File: src/rtl/reg_dst_pipe.sv
// Destination-register select feeding a valid-tagged pipeline (one entry per datapath stage),
// with stall/flush control and read-after-write hazard detection against every in-flight write.
module reg_dst_pipe #(
  parameter int ADDR_W          = 5,
  parameter int NUM_SRC         = 3,
  parameter int SEL_W           = 2,
  parameter int STAGES          = 3,
  parameter int ZERO_REG_IGNORE = 1
) (
  input  logic                      clk,
  input  logic                      rst_n,
  input  logic                      in_valid,
  input  logic [SEL_W-1:0]          sel,
  input  logic [NUM_SRC*ADDR_W-1:0] src_addr,
  input  logic                      stall,
  input  logic                      flush,
  input  logic [ADDR_W-1:0]         chk_a,
  input  logic [ADDR_W-1:0]         chk_b,
  output logic [ADDR_W-1:0]         dest_out,
  output logic                      dest_valid,
  output logic                      hazard_a,
  output logic                      hazard_b,
  output logic                      sel_err
);

  logic [ADDR_W-1:0] addr_q [STAGES];
  logic [ADDR_W-1:0] addr_d [STAGES];
  logic [STAGES-1:0] valid_q, valid_d;
  logic              sel_err_q, sel_err_d;

  logic [ADDR_W-1:0] sel_addr;
  logic              sel_ok;

  // Decoding sel against each legal index gives the out-of-range flag for free
  // and never slices beyond the packed candidate vector.
  always_comb begin
    sel_addr = '0;
    sel_ok   = 1'b0;
    for (int i = 0; i < NUM_SRC; i++) begin
      if (sel == SEL_W'(i)) begin
        sel_ok   = 1'b1;
        sel_addr = src_addr[i*ADDR_W +: ADDR_W];
      end
    end
  end

  // NOTE: every variable gets a default at the top of the block, so no path
  // leaves one unassigned and no latch is inferred.
  always_comb begin
    addr_d    = addr_q;
    valid_d   = valid_q;
    sel_err_d = 1'b0;
    if (flush) begin
      valid_d = '0;
    end else if (!stall) begin
      valid_d[0] = in_valid && sel_ok;
      addr_d[0]  = (in_valid && sel_ok) ? sel_addr : '0;
      for (int k = 1; k < STAGES; k++) begin
        valid_d[k] = valid_q[k-1];
        addr_d[k]  = addr_q[k-1];
      end
      sel_err_d = in_valid && !sel_ok;
    end
  end

  // NOTE: the stage array is reset entry by entry; its contents drive outputs
  // and hazard compares directly, so no entry may come up as X.
  always_ff @(posedge clk or negedge rst_n) begin
    if (!rst_n) begin
      for (int k = 0; k < STAGES; k++) begin
        addr_q[k] <= '0;
      end
      valid_q   <= '0;
      sel_err_q <= 1'b0;
    end else begin
      // NOTE: non-blocking assignments so every stage samples the pre-edge
      // value of its predecessor, independent of statement order.
      addr_q    <= addr_d;
      valid_q   <= valid_d;
      sel_err_q <= sel_err_d;
    end
  end

  // Hazards look only at registered state; $zero is never a real dependency.
  always_comb begin
    hazard_a = 1'b0;
    hazard_b = 1'b0;
    for (int k = 0; k < STAGES; k++) begin
      if (valid_q[k] && (addr_q[k] == chk_a)) hazard_a = 1'b1;
      if (valid_q[k] && (addr_q[k] == chk_b)) hazard_b = 1'b1;
    end
    if ((ZERO_REG_IGNORE != 0) && (chk_a == '0)) hazard_a = 1'b0;
    if ((ZERO_REG_IGNORE != 0) && (chk_b == '0)) hazard_b = 1'b0;
  end

  assign dest_out   = addr_q[STAGES-1];
  assign dest_valid = valid_q[STAGES-1];
  assign sel_err    = sel_err_q;

endmodule

File: config.mk
export PLATFORM = sky130hd
export DESIGN_NAME = reg_dst_pipe
export DESIGN_NICKNAME = d
export VERILOG_FILES = /design/src/rtl/reg_dst_pipe.sv
export SDC_FILE = /design/constraint.sdc
export NUM_CORES = 1
export LEC_CHECK = 0
export ABC_AREA = 1
export CORE_ASPECT_RATIO = 1.5
export CORE_MARGIN = 5
export CORE_UTILIZATION = 30
export CTS_BUF_LIST = sky130_fd_sc_hd__clkbuf_8 sky130_fd_sc_hd__clkbuf_16
export DETAILED_ROUTE_END_ITERATION = 8
export PLACE_DENSITY = 0.62
export SLEW_MARGIN = 40
export SYNTH_ARGS = -nofsm -noshare
export SYNTH_HDL_FRONTEND = slang
export SYNTH_SLANG_ARGS = --single-unit
export TNS_END_PERCENT = 30
File: constraint.sdc
create_clock -name clk -period 1.3 [get_ports clk]
set_input_delay 0.195 -clock clk [delete_from_list [all_inputs] [get_ports clk]]
set_output_delay 0.195 -clock clk [all_outputs]
set_load 0.1 [all_outputs]
==> results.py, run 1 <==
metrics = {
    "route": {
        "drt-wirelength-per-cell_um": 11.1,
        "first_pass_iters": 4,
        "routed-via-count": 1663,
        "final_antenna_net_count": 0,
        "avgViaCountPerCell": 4.31,
        "drt_iter0_markers": 50,
        "routed_wl_um": 4300,
        "drcViolationCount": 0,
    },
    "critical_path": {
        "crit_arrival_ps": 1490,
        "critPathLaunch": "addr_q[13]",
        "cpMostUsedCell": "nand2_1",
        "r2r_cells": 10,
        "start_kind": "flip-flop",
        "crit_end": "hazard_b",
        "path_class": "reg2out",
        "critPathMaxFanout": 4,
        "rr_startpoint": "dest_out[3]",
        "reg2reg_slack_ps": -220,
        "worstPathRequired_ps": 1110,
        "critPathSlowestCell": "dfrtp_1",
        "worst_r2r_endpoint": "dest_out[3]",
        "critPathMaxStageDelay_ps": 420,
        "critPathCaptureType": "output port",
        "cp_cell_sequence": "inv_2 > nand2_1 > nand2_1 > nor2_1 > nand3_1 > nand3_2 > nand2_2 > clkinvlp_4 > buf_12",
    },
    "timing": {
        "rsz0062_at_grt": "true",
        "worst_slew_pin_slew_ps": 288,
        "skew_ps": 3.06,
        "relSlewSlack_pct": 80.8,
        "hold_ws_ps": 267,
        "layout_setup_ws_ps": -386,
        "final-hold-violation-count": 0,
        "finalMaxSlewViolations": 0,
        "min_period_ps": 1690,
        "fmax_mhz": 593,
        "fin_crit_sh_pct": 130,
        "setup_viol": 3,
    },
    "global_routing": {
        "antenna_found_initial": 0,
        "grtUsageTotal_pct": 14.3,
        "grt_pass1_wl_um": 6980,
        "grt_max_degree": 20,
        "grt_pass1_vias": 1630,
        "gr-total-overflow": 0,
    },
    "synthesis": {
        "synth_area_leader_cell": "dfrtp_1",
        "yosys-top-cells-area": "dfrtp_1 34%, nand2_1 30%, inv_1 7.2%",
        "synth_area_per_cell_sq_um": 5.82,
        "synth_xor_area_share_pct": 0,
        "synth_top_family_by_area": "simple AND/OR/NAND/NOR gates",
        "synth.top_cell.area_share_pct": 33.9,
        "yosysWarnings": 0,
        "syn_inst": 241,
        "synth_edf_count": 0,
        "synth_common_cells": "113 x nand2_1, 27 x inv_1, 25 x nor2_1, 19 x dfrtp_1, 18 x o21ai_0",
        "synth_mux_area_share_pct": 0,
        "ys_seq_area_share_pct": 33.9,
        "synthSimpleGateAreaFrac_pct": 45.9,
        "synth_compound_area_share_pct": 8.03,
        "ys_types": 16,
        "syn-num-nets": 273,
        "synth_seq_cells": 19,
        "synthAdderAreaFrac_pct": 0,
        "synthArstFlopShare_pct": 100,
        "synth_ff_type": "dfrtp_1",
        "yosysMostFrequentCell": "nand2_1",
        "syn-cell-area_sq_um": 1400,
    },
    "power": {
        "p_per_area_nw_per_um2": 885,
        "total_power_w": 0.00213,
        "p_leak_nw": 1.20,
        "irDropWorstVdd_mv": 0.419,
    },
    "die": {
        "die_h_um": 93.7,
        "row_count": 30,
        "core-area_sq_um": 4540,
        "fp.dieW_um": 65.8,
        "io_pins": 41,
        "die-area_sq_um": 6170,
        "initial_core_util_pct": 30.9,
    },
    "placement": {
        "dp_hpwl_um": 3360,
        "portBuffers": 40,
        "dp_cells": 370,
        "place_congestion": 0.848,
    },
    "clocking": {
        "path_clk_slew_ps": 70,
        "hold_buffers": 0,
        "cts_buffers": 3,
        "cts.sinks": 19,
        "cts_max_level": 1,
        "cts-root-buf": "clkbuf_8",
        "worstSkewPairLatency_ps": 260,
        "clockBufferDepth": 2,
        "cts_tree": "yes",
    },
    "finish": {
        "syn2layout_area_growth_pct": 71.5,
        "final_layout_size_suffix_gt1_share_pct": 33.2,
        "antennaDiodeCount": 0,
        "layoutNonFillerInstCount": 386,
        "post-route-util_pct": 53.0,
        "finalNetCount": 355,
        "fillCellCount": 456,
    },
    "status": {
        "status": "complete, but fails checks",
        "violations": "negative setup slack",
    },
    "worst_hold_path": {
        "min_path_type": "in2async",
    },
    "flow_run": {
        "max-cap-violations": 0,
    },
}
==> cells by family after synthesis <==
logic type      Yosys count
flops                    19
buf+inv                  40
compound gates           21
simple gates            161
==> power by group <==
| group | internal, W | leakage, nW | total (W) | switching, W |
|---|---|---|---|---|
| logic | 0.000461 | 0.916 | 0.000990 | 0.000530 |
| clock network | 0.000211 | 0.0269 | 0.000418 | 0.000207 |
| registers | 0.000650 | 0.254 | 0.000722 | 0.0000715 |
| total | 0.00132 | 1.20 | 0.00213 | 0.000808 |
==> per-layer routing <==
metal / global-route usage (%) / vias to the layer above / share of wire, %
li1: - / 891 / -
met5: 0 / - / 0
met3: 2.28 / 9 / 5.4
met2: 27.2 / 49 / 52
met4: 5.36 / 0 / 2.7
met1: 15.4 / 714 / 40
==> timing repair <==
action	4_1_cts	5_1_grt
pin swaps	14	13
resized for setup	42	17
setup buffers	9	3
cloned	0	0
setup endpoints to repair	2	4
==> registers in the layout, indices dropped and copies added (netlist names) <==
name,cells
addr_q,10
dest_out,5
sel_err,1
valid_q,3
==> layout make-up <==
type | count | area, sq um | area share (%)
multi-input cells | 182 | 827 | 34.4
well taps | 64 | 80.1 | 3.33
repair buffers | 84 | 842 | 35.0
clock buffers | 3 | 41.3 | 1.72
inverters | 33 | 131 | 5.46
flip-flops and latches | 19 | 480 | 20.0
clock inverters | 1 | 3.75 | 0.156
==> stage by stage <==
step | area [sq um] | TNS, ps | setup WS (ps)
after floorplan | 1410 | -520 | -260
after global placement | 2180 | -1770 | -533
after detailed placement | 2180 | -1920 | -548
after CTS | 2330 | -784 | -354
after global routing | 2410 | -1260 | -506
final | 2410 | -942 | -386
==> how the worst min path moves through the flow <==
stage                     startpoint          to  slack [ps]  depth (start not counted)
after floorplan                rst_n  addr_q[10]        -100                          0
after global placement    addr_q[12]   addr_q[7]         520                          2
after detailed placement  addr_q[12]   addr_q[7]         530                          2
after CTS                      rst_n  valid_q[2]         280                          2
after global routing           rst_n     sel_err         300                          2
final                          rst_n     sel_err         270                          2
==> critical path: cells and delay by family (launching register included) <==
family / cells / cell delay (ps)
simple gates: 6 / 520
flops: 1 / 420
buf+inv: 3 / 300
==> cell usage in the layout, fill, tap and decap left out, drive strengths merged <==
cell           instances
a21oi                  1
buf                   53
clkbuf                 3
clkdlybuf4s50         21
clkinvlp               2
dfrtp                 19
dlygate4sd2           10
inv                   32
nand2                114
nand3                 16
nor2                  28
nor3                   3
o21ai                 18
o21bai                 1
o22ai                  1
Power figures use the tool's default switching activity.
==> inputs of run 2 (changes only) <==
SETUP_SLACK_MARGIN = 0.2   (was default)
==> run 2 against run 1 <==
Effect of this change:
- the run still ends with negative setup slack left
- via count barely moved
- sequential share of layout area fell by 0.052 points
- clock power rose by 1%
- non-clock buffer count fell by 1
- worst setup slack got worse by 9.3 ps
- first-iteration DRC count fell by 6.0%
- total power rose by 0.27%
- highest routed layer unchanged
==> results.py, run 2 (synthesis gave the netlist of run 1 again) <==
metrics = {
    "critical_path": {
        "critPathMaxStageDelay_ps": 420,
        "worst-path-buf-inv": 3,
        "r2r_cells": 9,
        "cp_cell_sequence": "inv_2 > nand2_1 > nand2_1 > nor2_1 > nand3_1 > nand3_2 > nand2_2 > clkinvlp_4 > buf_12",
        "critPathCaptureType": "output port",
        "rr_startpoint": "dest_out[3]",
        "critPathSlowestCell": "dfrtp_1",
        "worstPathRequired_ps": 1110,
        "path_class": "reg2out",
        "crit_arrival_ps": 1500,
        "critPathMaxFanout": 4,
        "worst_r2r_endpoint": "dest_out[3]",
        "cp_top_family": "simple AND/OR/NAND/NOR gates",
        "reg2reg_slack_ps": -60,
        "start_kind": "flip-flop",
        "cpMostUsedCell": "nand2_1",
        "crit_cells": 9,
    },
    "timing": {
        "hold_ws_ps": 267,
        "final-hold-violation-count": 0,
        "layout_setup_ws_ps": -395,
        "fin_crit_sh_pct": 130,
        "rsz0062_at_grt": "true",
        "setup_viol": 3,
        "fin_tns_setup_ps": -808,
        "worst_slew_pin_slew_ps": 268,
        "finalMaxSlewViolations": 0,
        "skew_ps": 3.53,
        "relSlewSlack_pct": 82.1,
        "min_period_ps": 1700,
        "fmax_mhz": 590,
    },
    "route": {
        "first_pass_iters": 4,
        "drt_iter0_markers": 47,
        "drt-wirelength-per-cell_um": 11.2,
        "routed-via-count": 1664,
        "avgViaCountPerCell": 4.32,
        "final_antenna_net_count": 0,
        "drcViolationCount": 0,
        "routed_wl_um": 4330,
    },
    "finish": {
        "largest_register": "addr_q",
        "final_layout_size_suffix_gt1_share_pct": 33.3,
        "fillCellCount": 458,
        "final_cell_mix": "103 x nand2_1, 31 x buf_4, 19 x inv_2, 18 x nor2_1, 17 x clkdlybuf4s50_1",
        "post-route-util_pct": 53.3,
        "multi_input_area_sq_um": 840,
        "finalNetCount": 354,
        "final_common_cell": "nand2_1",
        "largest_register_ffs": 10,
        "regArea_sq_um": 482,
        "antennaDiodeCount": 0,
        "syn2layout_area_growth_pct": 72.4,
    },
    "die": {
        "row_count": 30,
        "core-area_sq_um": 4540,
        "die-area_sq_um": 6170,
        "io_pins": 41,
        "initial_core_util_pct": 30.9,
        "die_h_um": 93.7,
        "fp.dieW_um": 65.8,
    },
    "global_routing": {
        "antenna_found_initial": 0,
        "grtUsageTotal_pct": 14.5,
        "met1_usage_pct": 15.7,
        "grt.busiest_layer": "met2",
        "gr-usage-met2_pct": 26.8,
        "grt_max_degree": 20,
        "grt_pass1_wl_um": 7080,
        "grt_pass1_vias": 1659,
        "gr-total-overflow": 0,
        "use_met3_pct": 2.28,
    },
    "status": {
        "violations": "negative setup slack",
        "status": "complete, but fails checks",
    },
    "power": {
        "p_leak_nw": 1.20,
        "irDropWorstVdd_mv": 0.434,
        "p_per_area_nw_per_um2": 883,
    },
    "clocking": {
        "cts_buffers": 3,
        "cts.sinks": 19,
        "worstSkewPairLatency_ps": 260,
        "path_clk_slew_ps": 80,
        "hold_buffers": 0,
        "clockBufferDepth": 2,
        "cts-root-buf": "clkbuf_8",
        "cts_tree": "yes",
        "cts_max_level": 1,
    },
    "worst_hold_path": {
        "min_path_type": "in2async",
    },
    "flow_run": {
        "max-cap-violations": 0,
    },
    "placement": {
        "portBuffers": 40,
        "place_congestion": 0.848,
        "dp_hpwl_um": 3360,
    },
}
run 2: changes by cell type in the layout (fill, tap and decap cells not counted), sizes merged:
| cell | previous run | this run |
|---|---|---|
| clkdlybuf4s50 | 21 | 17 |
| dlygate4sd2 | 10 | 14 |
| buf | 53 | 52 |
run 2: worst max-delay path by stage:
stage / from / endpoint / slack, ps
3_3_place_gp: chk_a[2] / hazard_a / -530
3_5_place_dp: chk_a[4] / hazard_a / -550
4_1_cts: addr_q[5] / hazard_b / -350
2_1_floorplan: valid_q[2] / hazard_a / -260
5_1_grt: addr_q[14] / hazard_b / -510
6_report: addr_q[13] / hazard_b / -400
run 2: stage by stage:
step	instances	worst slack (ps)	instance area, sq um	total power [W]
6_report	385	-395	2420	0.00214
5_1_grt	385	-506	2420	0.00225
4_1_cts	383	-354	2350	0.00210
3_5_place_dp	370	-548	2180	0.00158
3_3_place_gp	370	-533	2180	0.00157
2_1_floorplan	241	-260	1410	0.00117
run 2: layout make-up:
| type | instances | share of cell area (%) |
|---|---|---|
| clock buffer | 3 | 1.71 |
| clock inverter | 1 | 0.155 |
| inverter | 33 | 5.43 |
| multi-input combinational | 182 | 34.7 |
| sequential | 19 | 19.9 |
| tap | 64 | 3.31 |
| timing repair buffer | 83 | 34.8 |
run 2: timing repair:
action                     in CTS  in global routing
setup endpoints to repair      14                  9
buffers inserted                9                  2
gates resized for setup        50                 19
pin swaps                      15                 13
run 2: metal layers:
layer | wire [um] | vias up
li1 | - | 888
met1 | 1750 | 723
met2 | 2230 | 44
met3 | 216 | 9
met4 | 130 | 0
met5 | 0 | -
run 2: where the power goes:
| part | total [W] | leakage [nW] | internal [W] | switching, W |
|---|---|---|---|---|
| Clock | 0.000423 | 0.0269 | 0.000211 | 0.000212 |
| Sequential | 0.000724 | 0.253 | 0.000651 | 0.0000732 |
| Combinational | 0.000989 | 0.922 | 0.000457 | 0.000532 |
| Total | 0.00214 | 1.20 | 0.00132 | 0.000817 |
==> inputs of run 3 (changes only) <==
SETUP_SLACK_MARGIN = 0.3   (was 0.2)
==> run 3 against run 2 <==
Effect of this change:
- global-route usage about the same
- fmax is 0.23% lower
- the run still ends with negative setup slack left
- worst setup slack worse by 3.9 ps
- combinational power about the same
- clock power is essentially flat
- die area stayed put
- clock skew fell by 1.8 ps
- routed wire length up 0.30%
- highest routed layer unchanged
- clock-buffer cell count unchanged
==> results.py, run 3 (synthesis gave the netlist of run 1 again) <==
metrics = {
    "finish": {
        "largest_register_ffs": 10,
        "layoutNonFillerInstCount": 386,
        "syn2layout_area_growth_pct": 73.9,
        "final_common_cell": "nand2_1",
        "largest_register": "addr_q",
        "final_layout_size_suffix_gt1_share_pct": 33.9,
        "final_cell_mix": "103 x nand2_1, 30 x buf_4, 19 x inv_2, 17 x nor2_1",
        "antennaDiodeCount": 0,
        "finalNetCount": 355,
    },
    "route": {
        "drt-wirelength-per-cell_um": 11.2,
        "first_pass_iters": 4,
        "drcViolationCount": 0,
        "routed-via-count": 1676,
        "avgViaCountPerCell": 4.34,
        "final_antenna_net_count": 0,
        "routed_wl_um": 4340,
        "drt_iter0_markers": 54,
    },
    "global_routing": {
        "grt.busiest_layer": "met2",
        "gr-usage-met2_pct": 26.8,
        "antenna_found_initial": 0,
        "met1_usage_pct": 15.6,
        "grt_pass1_vias": 1664,
        "grt_pass1_wl_um": 7070,
        "gr-total-overflow": 0,
        "use_met3_pct": 2.28,
        "grt_max_degree": 20,
        "grtUsageTotal_pct": 14.5,
    },
    "critical_path": {
        "critPathCaptureType": "output port",
        "start_kind": "flip-flop",
        "cp_top_family": "simple AND/OR/NAND/NOR gates",
        "critPathSlowestCell": "dfrtp_1",
        "critPathMaxFanout": 4,
        "cpMostUsedCell": "nand2_1",
        "cp_cell_sequence": "inv_2 > nand2_1 > nand2_1 > nor2_1 > nand3_1 > nand3_2 > nand2_2 > clkinvlp_4 > buf_12",
        "worst-path-buf-inv": 3,
        "path_class": "reg2out",
        "critPathMaxStageDelay_ps": 420,
        "worstPathRequired_ps": 1110,
        "crit_arrival_ps": 1500,
    },
    "die": {
        "core-area_sq_um": 4540,
        "row_count": 30,
        "io_pins": 41,
        "fp.dieW_um": 65.8,
        "die_h_um": 93.7,
        "die-area_sq_um": 6170,
        "initial_core_util_pct": 30.9,
    },
    "status": {
        "violations": "negative setup slack",
        "status": "complete, but fails checks",
    },
    "timing": {
        "setup_viol": 3,
        "relSlewSlack_pct": 82.2,
        "finalMaxSlewViolations": 0,
        "final-hold-violation-count": 0,
        "layout_setup_ws_ps": -399,
        "rsz0062_at_grt": "true",
        "skew_ps": 1.76,
        "min_period_ps": 1700,
        "fin_crit_sh_pct": 131,
        "fin_tns_setup_ps": -827,
        "fmax_mhz": 589,
        "worst_slew_pin_slew_ps": 267,
    },
    "clocking": {
        "cts_max_level": 1,
        "cts.sinks": 19,
        "cts_buffers": 3,
        "cts_tree": "yes",
        "path_clk_slew_ps": 70,
        "cts-root-buf": "clkbuf_8",
        "hold_buffers": 0,
        "clockBufferDepth": 2,
        "worstSkewPairLatency_ps": 260,
    },
    "power": {
        "p_leak_nw": 1.22,
        "irDropWorstVdd_mv": 0.434,
        "p_per_area_nw_per_um2": 882,
    },
    "flow_run": {
        "max-cap-violations": 0,
    },
    "placement": {
        "post-place-ws_ps": -548,
        "dp_hpwl_um": 3360,
        "portBuffers": 40,
        "dp_cells": 370,
        "place_congestion": 0.848,
    },
    "worst_hold_path": {
        "min_path_type": "in2reg",
    },
}
-- run 3: cell count changes in the layout (fill, tap and decap cells not counted), sizes merged --
cell	delta
buf	+1
clkdlybuf4s50	-1
dlymetal6s2s	+1
-- run 3: area by class of cell --
class	count	area, sq um
well taps	64	80.1
clock inverters	1	3.75
fillers	455	2100
flip-flops and latches	19	482
repair buffers	84	858
clock buffers	3	41.3
multi-input cells	182	842
inverters	33	131
-- run 3: metrics by stage --
stage                     power [W]  area (sq um)  util (%)  hold slack [ps]
after floorplan             0.00117          1410         -             -101
after global placement      0.00157          2180      47.9              520
after detailed placement    0.00158          2180      47.9              528
after CTS                   0.00210          2350      51.8              275
after global routing        0.00227          2440      53.7              252
final                       0.00215          2440      53.7              242
-- run 3: path summary, 6_finish.rpt --
path                            slack, ps           to         from  cells past startpoint
worst min register to register        560    addr_q[9]   addr_q[14]                      2
worst max register to register        -70  dest_out[3]  dest_out[3]                      9
max in group asynchronous             790   valid_q[2]        rst_n                      2
min in group asynchronous             270    addr_q[9]        rst_n                      2
worst max-delay path                 -400     hazard_b   addr_q[13]                      9
worst min-delay path                  240      sel_err     in_valid                      3
-- run 3: worst reg2reg max path, stage by stage, from the launching register on --
cell and delay [ps]:
dfrtp_2 420, inv_2 70, buf_6 110, buf_6 100, buf_6 100, buf_6 100, buf_6 100, buf_6 100
buf_6 100, o21ai_2 100
-- run 3: per-layer routing --
layer / routed length [um] / vias up / share of wire (%)
li1: - / 892 / -
met1: 1740 / 726 / 40
met2: 2250 / 49 / 52
met3: 219 / 9 / 5.0
met4: 128 / 0 / 3.0
met5: 0 / - / 0
-- run 3: where the power goes --
group          total (W)  switching [W]  internal (W)
clock           0.000420       0.000209      0.000210
combinational    0.00100       0.000536      0.000469
sequential      0.000725      0.0000739      0.000651
-- run 3: what timing repair did --
action	CTS	global route
pin swaps	15	16
setup endpoints to repair	22	13
setup buffers	9	3
gates resized for setup	52	22
